==> src/rtl/m_csr_trap_unit_if.sv <==
// Bundle between the retire stage, fetch/decode and the machine-mode CSR/trap unit.
// valid qualifies every retire-side input for exactly one cycle; there is no ready because the unit accepts every retiring instruction, and stall is the only back-pressure.
interface m_csr_trap_unit_if #(
   parameter int XLEN = 32
);
   logic            valid;
   logic [XLEN-1:0] pc;
   logic [1:0]      csr_ops;
   logic [11:0]     csr_addr;
   logic [XLEN-1:0] csr_wdata;
   logic [XLEN-1:0] csr_rdata;
   logic [2:0]      sys_ops;
   logic            exc_req;
   logic [3:0]      exc_code;
   logic [XLEN-1:0] exc_tval;
   logic            irq_ext;
   logic            irq_timer;
   logic            irq_sw;
   logic            trap_taken;
   logic [XLEN-1:0] trap_target;
   logic            stall;
   logic [1:0]      priv_mode;
   logic            wfi_state;

   modport master (
      output valid, pc, csr_ops, csr_addr, csr_wdata, sys_ops, exc_req, exc_code, exc_tval,
             irq_ext, irq_timer, irq_sw,
      input  csr_rdata, trap_taken, trap_target, stall, priv_mode, wfi_state
   );

   modport slave (
      input  valid, pc, csr_ops, csr_addr, csr_wdata, sys_ops, exc_req, exc_code, exc_tval,
             irq_ext, irq_timer, irq_sw,
      output csr_rdata, trap_taken, trap_target, stall, priv_mode, wfi_state
   );
endinterface

==> src/rtl/m_csr_trap_unit.sv <==
// Machine-mode Zicsr CSR file with trap/MRET/WFI sequencing and interrupt arbitration.
// Define ZICSR_COUNTERS_EN to add the 64-bit mcycle/minstret counters and their read-only aliases.
module m_csr_trap_unit #(
   parameter int              XLEN        = 32,
   parameter logic [XLEN-1:0] MTVEC_RESET = '0,
   parameter logic [XLEN-1:0] HART_ID     = '0,
   parameter logic [XLEN-1:0] MISA_VAL    = XLEN'(32'h4000_1100)
) (
   input logic              clk,
   input logic              rst,
   m_csr_trap_unit_if.slave bus
);
   localparam logic [1:0]      PRIV_M     = 2'b11;
   localparam logic [1:0]      PRIV_U     = 2'b00;
   localparam logic [2:0]      SYS_ECALL  = 3'b001;
   localparam logic [2:0]      SYS_EBREAK = 3'b010;
   localparam logic [2:0]      SYS_MRET   = 3'b011;
   localparam logic [2:0]      SYS_WFI    = 3'b100;
   localparam logic [XLEN-1:0] MIE_MASK   = XLEN'(12'h888);

   typedef enum logic {S_RUN = 1'b0, S_WFI = 1'b1} state_e;

   state_e          state_q;
   logic            stall_q;
   logic [1:0]      priv_q;
   logic            mstatus_mie_q;
   logic            mstatus_mpie_q;
   logic [1:0]      mstatus_mpp_q;
   logic [XLEN-1:0] mie_q, mtvec_q, mscratch_q, mepc_q, mcause_q, mtval_q, wfi_pc_q;

   logic [XLEN-1:0] mstatus, mip, csr_old, csr_new, irq_pend;
   logic [XLEN-1:0] trap_tval, trap_pc, trap_mcause, tvec_base, target;
   logic [3:0]      irq_cause, trap_cause;
   logic            csr_illegal, wake, irq_any;
   logic            trap, trap_irq, do_mret, do_wfi, do_csr_wr;

`ifdef ZICSR_COUNTERS_EN
   logic [63:0] mcycle_q, mcycle_d, minstret_q, minstret_d, csr_new64;
   logic        retire;
`endif

   always_comb begin
      mstatus        = '0;
      mstatus[3]     = mstatus_mie_q;
      mstatus[7]     = mstatus_mpie_q;
      mstatus[12:11] = mstatus_mpp_q;
      mip            = '0;
      mip[11]        = bus.irq_ext;
      mip[7]         = bus.irq_timer;
      mip[3]         = bus.irq_sw;
   end

   always_comb begin
      csr_old = '0;
      case (bus.csr_addr)
         12'h300: csr_old = mstatus;
         12'h301: csr_old = MISA_VAL;
         12'h304: csr_old = mie_q;
         12'h305: csr_old = mtvec_q;
         12'h340: csr_old = mscratch_q;
         12'h341: csr_old = mepc_q;
         12'h342: csr_old = mcause_q;
         12'h343: csr_old = mtval_q;
         12'h344: csr_old = mip;
         12'hF14: csr_old = HART_ID;
`ifdef ZICSR_COUNTERS_EN
         12'hB00, 12'hC00: csr_old = mcycle_q[XLEN-1:0];
         12'hB02, 12'hC02: csr_old = minstret_q[XLEN-1:0];
         12'hB80, 12'hC80: if (XLEN == 32) csr_old = XLEN'(mcycle_q[63:32]);
         12'hB82, 12'hC82: if (XLEN == 32) csr_old = XLEN'(minstret_q[63:32]);
`endif
         default: csr_old = '0;
      endcase
      case (bus.csr_ops)
         2'b01:   csr_new = bus.csr_wdata;
         2'b10:   csr_new = csr_old | bus.csr_wdata;
         2'b11:   csr_new = csr_old & ~bus.csr_wdata;
         default: csr_new = csr_old;
      endcase
   end

   assign irq_pend  = mip & mie_q & {XLEN{mstatus_mie_q}};
   assign irq_any   = |irq_pend;
   assign wake      = |(mip & mie_q);
   assign irq_cause = irq_pend[11] ? 4'd11 : (irq_pend[3] ? 4'd3 : 4'd7);
   assign tvec_base = {mtvec_q[XLEN-1:2], 2'b00};

   assign csr_illegal = (bus.csr_ops == 2'b01 && bus.csr_addr[11:10] == 2'b11) ||
                        (bus.csr_ops != 2'b00 && bus.csr_addr[9:8] > priv_q) ||
                        (bus.sys_ops == SYS_MRET && priv_q != PRIV_M);

   // Event arbitration; a sleeping WFI is woken by an enabled interrupt even with valid low.
   always_comb begin
      trap       = 1'b0;
      trap_irq   = 1'b0;
      trap_cause = 4'd0;
      trap_tval  = '0;
      trap_pc    = bus.pc;
      do_mret    = 1'b0;
      do_wfi     = 1'b0;
      do_csr_wr  = 1'b0;
      if (state_q == S_WFI) begin
         if (irq_any) begin
            trap       = 1'b1;
            trap_irq   = 1'b1;
            trap_cause = irq_cause;
            trap_pc    = wfi_pc_q + XLEN'(4);
         end
      end else if (bus.valid) begin
         if (bus.exc_req) begin
            trap       = 1'b1;
            trap_cause = bus.exc_code;
            trap_tval  = bus.exc_tval;
         end else if (csr_illegal) begin
            trap       = 1'b1;
            trap_cause = 4'd2;
         end else if (bus.sys_ops == SYS_ECALL) begin
            trap       = 1'b1;
            trap_cause = (priv_q == PRIV_M) ? 4'd11 : 4'd8;
         end else if (bus.sys_ops == SYS_EBREAK) begin
            trap       = 1'b1;
            trap_cause = 4'd3;
            trap_tval  = bus.pc;
         end else if (irq_any) begin
            trap       = 1'b1;
            trap_irq   = 1'b1;
            trap_cause = irq_cause;
         end else if (bus.sys_ops == SYS_MRET) begin
            do_mret = 1'b1;
         end else begin
            // A set/clear with an empty mask changes nothing, so it must not stop the counters.
            do_csr_wr = (bus.csr_ops == 2'b01) || (bus.csr_ops != 2'b00 && bus.csr_wdata != '0);
            do_wfi    = (bus.sys_ops == SYS_WFI);
         end
      end
      trap_mcause           = '0;
      trap_mcause[XLEN-1]   = trap_irq;
      trap_mcause[3:0]      = trap_cause;
      if (do_mret)
         target = mepc_q;
      else if (trap_irq && mtvec_q[1:0] == 2'b01)
         target = tvec_base + {{(XLEN-6){1'b0}}, trap_cause, 2'b00};
      else
         target = tvec_base;
   end

`ifdef ZICSR_COUNTERS_EN
   always_comb begin
      csr_new64  = 64'(csr_new);
      retire     = bus.valid && (state_q == S_RUN) && !trap;
      mcycle_d   = mcycle_q + 64'd1;
      minstret_d = minstret_q + (retire ? 64'd1 : 64'd0);
      if (do_csr_wr) begin
         case (bus.csr_addr)
            12'hB00: mcycle_d   = (XLEN == 32) ? {mcycle_q[63:32], csr_new64[31:0]} : csr_new64;
            12'hB02: minstret_d = (XLEN == 32) ? {minstret_q[63:32], csr_new64[31:0]} : csr_new64;
            12'hB80: if (XLEN == 32) mcycle_d = {csr_new64[31:0], mcycle_q[31:0]};
            12'hB82: if (XLEN == 32) minstret_d = {csr_new64[31:0], minstret_q[31:0]};
            default: ;
         endcase
      end
   end
`endif

   always_ff @(posedge clk) begin
      if (rst) begin
         state_q        <= S_RUN;
         stall_q        <= 1'b0;
         priv_q         <= PRIV_M;
         mstatus_mie_q  <= 1'b0;
         mstatus_mpie_q <= 1'b0;
         mstatus_mpp_q  <= 2'b00;
         mie_q          <= '0;
         mtvec_q        <= MTVEC_RESET;
         mscratch_q     <= '0;
         mepc_q         <= '0;
         mcause_q       <= '0;
         mtval_q        <= '0;
         wfi_pc_q       <= '0;
`ifdef ZICSR_COUNTERS_EN
         mcycle_q       <= '0;
         minstret_q     <= '0;
`endif
      end else begin
`ifdef ZICSR_COUNTERS_EN
         mcycle_q   <= mcycle_d;
         minstret_q <= minstret_d;
`endif
         if (trap) begin
            mepc_q         <= {trap_pc[XLEN-1:2], 2'b00};
            mcause_q       <= trap_mcause;
            mtval_q        <= trap_tval;
            mstatus_mpie_q <= mstatus_mie_q;
            mstatus_mie_q  <= 1'b0;
            mstatus_mpp_q  <= priv_q;
            priv_q         <= PRIV_M;
         end else if (do_mret) begin
            priv_q         <= mstatus_mpp_q;
            mstatus_mie_q  <= mstatus_mpie_q;
            mstatus_mpie_q <= 1'b1;
            mstatus_mpp_q  <= PRIV_U;
         end else if (do_csr_wr) begin
            case (bus.csr_addr)
               12'h300: begin
                  mstatus_mie_q  <= csr_new[3];
                  mstatus_mpie_q <= csr_new[7];
                  mstatus_mpp_q  <= (csr_new[12:11] == PRIV_M) ? PRIV_M : PRIV_U;
               end
               12'h304: mie_q      <= csr_new & MIE_MASK;
               12'h305: mtvec_q    <= {csr_new[XLEN-1:2], 1'b0, (csr_new[1:0] == 2'b01)};
               12'h340: mscratch_q <= csr_new;
               12'h341: mepc_q     <= {csr_new[XLEN-1:2], 2'b00};
               12'h342: mcause_q   <= csr_new;
               12'h343: mtval_q    <= csr_new;
               default: ;
            endcase
         end
         case (state_q)
            S_RUN: begin
               if (do_wfi && !wake) begin
                  state_q  <= S_WFI;
                  stall_q  <= 1'b1;
                  wfi_pc_q <= bus.pc;
               end
            end
            S_WFI: begin
               if (wake) begin
                  state_q <= S_RUN;
                  stall_q <= 1'b0;
               end
            end
            default: begin
               state_q <= S_RUN;
               stall_q <= 1'b0;
            end
         endcase
      end
   end

   assign bus.csr_rdata   = csr_old;
   assign bus.trap_taken  = trap | do_mret;
   assign bus.trap_target = target;
   assign bus.stall       = stall_q;
   assign bus.priv_mode   = priv_q;
   assign bus.wfi_state   = (state_q == S_WFI);
endmodule

==> src/flat_wrapper.sv <==
// flat-port wrapper written by rule: the top's interface ports become plain ports
module m_csr_trap_unit_flat 
#(
   parameter int              XLEN        = 32,
   parameter logic [XLEN-1:0] MTVEC_RESET = '0,
   parameter logic [XLEN-1:0] HART_ID     = '0,
   parameter logic [XLEN-1:0] MISA_VAL    = XLEN'(32'h4000_1100)
)
  (clk, rst, bus_valid, bus_pc, bus_csr_ops, bus_csr_addr, bus_csr_wdata, bus_sys_ops, bus_exc_req, bus_exc_code, bus_exc_tval, bus_irq_ext, bus_irq_timer, bus_irq_sw, bus_csr_rdata, bus_trap_taken, bus_trap_target, bus_stall, bus_priv_mode, bus_wfi_state);
  m_csr_trap_unit_if #(.XLEN(XLEN)) bus_i ();
  input logic clk;
  input logic rst;
  input wire logic [$bits(bus_i.valid)-1:0] bus_valid;
  input wire logic [$bits(bus_i.pc)-1:0] bus_pc;
  input wire logic [$bits(bus_i.csr_ops)-1:0] bus_csr_ops;
  input wire logic [$bits(bus_i.csr_addr)-1:0] bus_csr_addr;
  input wire logic [$bits(bus_i.csr_wdata)-1:0] bus_csr_wdata;
  input wire logic [$bits(bus_i.sys_ops)-1:0] bus_sys_ops;
  input wire logic [$bits(bus_i.exc_req)-1:0] bus_exc_req;
  input wire logic [$bits(bus_i.exc_code)-1:0] bus_exc_code;
  input wire logic [$bits(bus_i.exc_tval)-1:0] bus_exc_tval;
  input wire logic [$bits(bus_i.irq_ext)-1:0] bus_irq_ext;
  input wire logic [$bits(bus_i.irq_timer)-1:0] bus_irq_timer;
  input wire logic [$bits(bus_i.irq_sw)-1:0] bus_irq_sw;
  output wire logic [$bits(bus_i.csr_rdata)-1:0] bus_csr_rdata;
  output wire logic [$bits(bus_i.trap_taken)-1:0] bus_trap_taken;
  output wire logic [$bits(bus_i.trap_target)-1:0] bus_trap_target;
  output wire logic [$bits(bus_i.stall)-1:0] bus_stall;
  output wire logic [$bits(bus_i.priv_mode)-1:0] bus_priv_mode;
  output wire logic [$bits(bus_i.wfi_state)-1:0] bus_wfi_state;
  assign bus_i.valid = bus_valid;
  assign bus_i.pc = bus_pc;
  assign bus_i.csr_ops = bus_csr_ops;
  assign bus_i.csr_addr = bus_csr_addr;
  assign bus_i.csr_wdata = bus_csr_wdata;
  assign bus_i.sys_ops = bus_sys_ops;
  assign bus_i.exc_req = bus_exc_req;
  assign bus_i.exc_code = bus_exc_code;
  assign bus_i.exc_tval = bus_exc_tval;
  assign bus_i.irq_ext = bus_irq_ext;
  assign bus_i.irq_timer = bus_irq_timer;
  assign bus_i.irq_sw = bus_irq_sw;
  assign bus_csr_rdata = bus_i.csr_rdata;
  assign bus_trap_taken = bus_i.trap_taken;
  assign bus_trap_target = bus_i.trap_target;
  assign bus_stall = bus_i.stall;
  assign bus_priv_mode = bus_i.priv_mode;
  assign bus_wfi_state = bus_i.wfi_state;
  m_csr_trap_unit #(.XLEN(XLEN), .MTVEC_RESET(MTVEC_RESET), .HART_ID(HART_ID), .MISA_VAL(MISA_VAL)) u_core (.clk(clk), .rst(rst), .bus(bus_i));
endmodule
==> config.mk <==
export PLATFORM = sky130hd
export DESIGN_NAME = m_csr_trap_unit_flat
export DESIGN_NICKNAME = d
export VERILOG_FILES = /design/src/rtl/m_csr_trap_unit_if.sv /design/src/rtl/m_csr_trap_unit.sv /design/src/flat_wrapper.sv
export SDC_FILE = /design/constraint.sdc
export NUM_CORES = 1
export LEC_CHECK = 0
export ABC_AREA = 1
export CELL_PAD_IN_SITES_DETAIL_PLACEMENT = 1
export CELL_PAD_IN_SITES_GLOBAL_PLACEMENT = 2
export CORE_UTILIZATION = 32
export CTS_BUF_LIST = sky130_fd_sc_hd__clkbuf_8
export CTS_CLUSTER_SIZE = 30
export DETAILED_ROUTE_END_ITERATION = 10
export PLACE_DENSITY_LB_ADDON = 0.05
export SLEW_MARGIN = 20
export SYNTH_ARGS = -nofsm -noshare
export SYNTH_HDL_FRONTEND = slang
export SYNTH_SLANG_ARGS = --single-unit
==> constraint.sdc <==
create_clock -name clk -period 6.18 [get_ports clk]
set_clock_uncertainty 0.05 [all_clocks]
set_input_delay 0.927 -clock clk [delete_from_list [all_inputs] [get_ports clk]]
set_output_delay 0.927 -clock clk [all_outputs]
set_load 0.1 [all_outputs]
==> run metrics <==
status completed; Worst EP required 5.20 ns; DIE AREA 46800 sq um; leak pwr ~7.5 nW; Sw Share 34.4%; CTS max path bufs 2; gr usage total between 30% and 40%; RSZ-0062 raised after global routing no; Final nets 2740; # diodes 0; row count 78; # IOs 193; Worst IR Drop VDD 0.126 mV; hold_buf cts 0; I/O Buffers 190; H-tree depth 4; combinational power share roughly a fifth; Worst setup SP type primary input; Core Region about 45000 sq um; Gate Count Post-Synth 2502; height of the die 216 um; layout cell share with drive strength beyond 1 7.52%; internal power 0.00185 W; worst hold path class reg -> reg; root buffer cell clkbuf_8; TritonCTS Buffers 17; synthesized area about 15000 sq um; worst slew pin tran 0.963 ns; sequential share of power just under 50%; DP HPWL 59100 um; Initial Utilization roughly a third; Finished Cell Area ~18000 sq um; fmax 0.172 GHz; Final Hold Vio Count 0; DRC viols 0; CTS tree done; Ys Warns 0; sum of negative setup slack 0 ns; Vias between 15000 and 20000; synth top area cells dfxtp_1, nand2_1, nand3_1, o21ai_0, inv_1; Seq cells post-synth 198; initial antenna violation count 1; post-route ant nets 0; Finish-stage setup viols 0; DIE WIDTH 216 um; WS Path Type in -> out; vias per std cell 5.60; Clk pwr share approximately a third; sequential cell area fraction in the yosys report a little over a quarter; post-synth top area share 26.9%; Data arrival, critical path 4.84 ns; power density of the placed cells 160 nW/um^2; first-pass GRT wire length 116000 um; dpl cell area 17200 sq um; Sink Count 198; Final Wtd Congestion 0.966; sw power a little under 0.001 W; max_cap viols 0; final wirelength 78800 um; GRT overflow 0; Final Max Tran Viols 0; Tmin final ~5.8 ns; # fillers a little over 6000; Skew-Pair Late Insertion Delay 0.59 ns; Hold Worst Slack 0.430 ns; wire per inst 24.5 um; DRT Pass-1 Iters 5; worst-path maximum fanout 5; area leader, netlist dfxtp_1; Power Total between 0.002 and 0.003 W; via count of the first global-routing pass 17400; Syn-to-layout area delta 19.7%; CP Capture Type primary output; largest net degree at the start of global routing 111; slew margin rel. 35.6%; average size of a mapped cell 5.88 sq um; Reg clk slew, reported paths 0.11 ns; iteration-0 DRC count of the detailed router 1639; Cell variety after synth 52; final period utilization 94.1%
[what timing repair did]
| action | CTS | global route |
|---|---|---|
| setup endpoints to repair | 0 | 8 |
| resized for setup | 0 | 2 |
| setup buffers | 0 | 1 |
[layer usage]
| metal | global-route usage, % | up-vias | part of all wire (%) |
|---|---|---|---|
| met5 | 0 | - | 0.016 |
| met4 | 9.37 | 2 | 2.3 |
| met3 | 6.09 | 99 | 8.0 |
| met2 | 50.8 | 706 | 43 |
| met1 | 47.9 | 8746 | 46 |
| li1 | - | 8465 | - |
[cells in the mapped netlist, drive strengths merged]
| cell | instances |
|---|---|
| nor3 | 20 |
| a31oi | 74 |
| nand4 | 23 |
| a22oi | 1 |
| or3 | 1 |
| o31ai | 1 |
| a221oi | 12 |
| fa | 1 |
| o21bai | 1 |
| xor2 | 24 |
| conb | 1 |
| nand3 | 310 |
| dfxtp | 198 |
| a21boi | 1 |
| inv | 293 |
| a211oi | 1 |
| xnor2 | 2 |
| clkinv | 1 |
| a211o | 4 |
| o211ai | 13 |
| ha | 7 |
| o22ai | 18 |
| nor2 | 224 |
| or2 | 2 |
| a21oi | 150 |
| nor4 | 5 |
| o2111ai | 2 |
| nand2 | 672 |
| a22o | 12 |
| clkbuf | 68 |
| o21a | 1 |
| nand3b | 2 |
| o21ai | 278 |
| buf | 79 |
[area by class of cell]
class                      instances  area [sq um]  share of cell area (%)
inverter                         294          1110                    6.29
timing repair buffer             233          2460                    14.0
tap                              600           751                    4.26
clock buffer                      18           248                    1.41
multi-input combinational       1864          8940                    50.8
sequential                       198          3960                    22.5
clock inverter                    12           133                   0.753
[worst max-delay path, cell delays in order]
cell             delay (ns)
clkdlybuf4s50_1        0.54
nand2_1                0.15
nor2_2                 0.20
nand3b_4               0.19
nand2_1                0.07
o21ai_0                0.15
a21oi_1                0.11
inv_1                  0.17
ha_1                   0.20
inv_1                  0.07
fa_1                   0.46
inv_1                  0.10
a21oi_1                0.08
o21ai_2                0.18
inv_1                  0.15
nor2_1                 0.18
nand2_1                0.16
xor2_1                 0.19
nand2_1                0.08
a31oi_1                0.24
buf_12                 0.22
[path summary, 6_finish.rpt]
| kind | startpoint | to | slack, ns | cells after the start |
|---|---|---|---|---|
| worst max-delay path | bus_sys_ops[0] | bus_trap_target[30] | 0.36 | 21 |
| worst min-delay path | u_core.wfi_pc_q[3] | u_core.wfi_pc_q[3] | 0.43 | 2 |
| worst max register to register | u_core.bus.priv_mode[1] | u_core.mtval_q[27] | 3.08 | 15 |
| worst min register to register | u_core.wfi_pc_q[3] | u_core.wfi_pc_q[3] | 0.43 | 2 |
[flip-flops by register name (all words and copies together) (netlist names)]
register               cells
u_core.bus.stall           1
u_core.mtvec_q            31
u_core.bus.priv_mode       2
u_core.wfi_pc_q           30
u_core.mepc_q             30
u_core.mie_q               3
u_core.mcause_q           32
u_core.mtval_q            32
u_core.bus.wfi_state       1
u_core.mscratch_q         32
u_core.mstatus_mpie_q      1
u_core.mstatus_mie_q       1
u_core.mstatus_mpp_q       2
[cells by family after synthesis]
logic type                 count (synthesis)  share of synthesized area [%]
and+or+nand+nor                         1259                           37.1
AOI/OAI and AO/OA                        569                           21.3
buffers and inverters                    441                           12.4
DFF                                      198                           26.9
xor gates and xnor gates                  26                           1.55
adders and majority gates                  8                          0.731
other                                      1                         0.0255
[layout by cell type (no fill, tap or decap), types with 74 or more instances in the layout]
master	n
o21ai_0	256
a21oi_1	150
nand2_1	661
buf_4	74
inv_1	279
nor2_1	205
a31oi_1	74
nand3_1	304
dfxtp_1	198
clkdlybuf4s50_1	126
[per-stage QoR]
stage,utilization [%],instances,worst slack (ns)
6_report,38.8,3219,0.363
5_1_grt,38.8,3219,0.0409
4_1_cts,38.8,3218,0.145
3_5_place_dp,37.9,3188,0.131
3_3_place_gp,37.9,3188,0.218
2_1_floorplan,-,2503,0.0497
[power by group through the flow]
stage               Clock, W  Combinational [W]  Sequential [W]
floorplan                  0           0.000281         0.00136
global placement           0           0.000518         0.00139
detailed placement         0           0.000525         0.00139
CTS                 0.000947           0.000527         0.00136
global route        0.000989           0.000575         0.00137
finish              0.000927           0.000534         0.00136
Power figures use the tool's default switching activity.
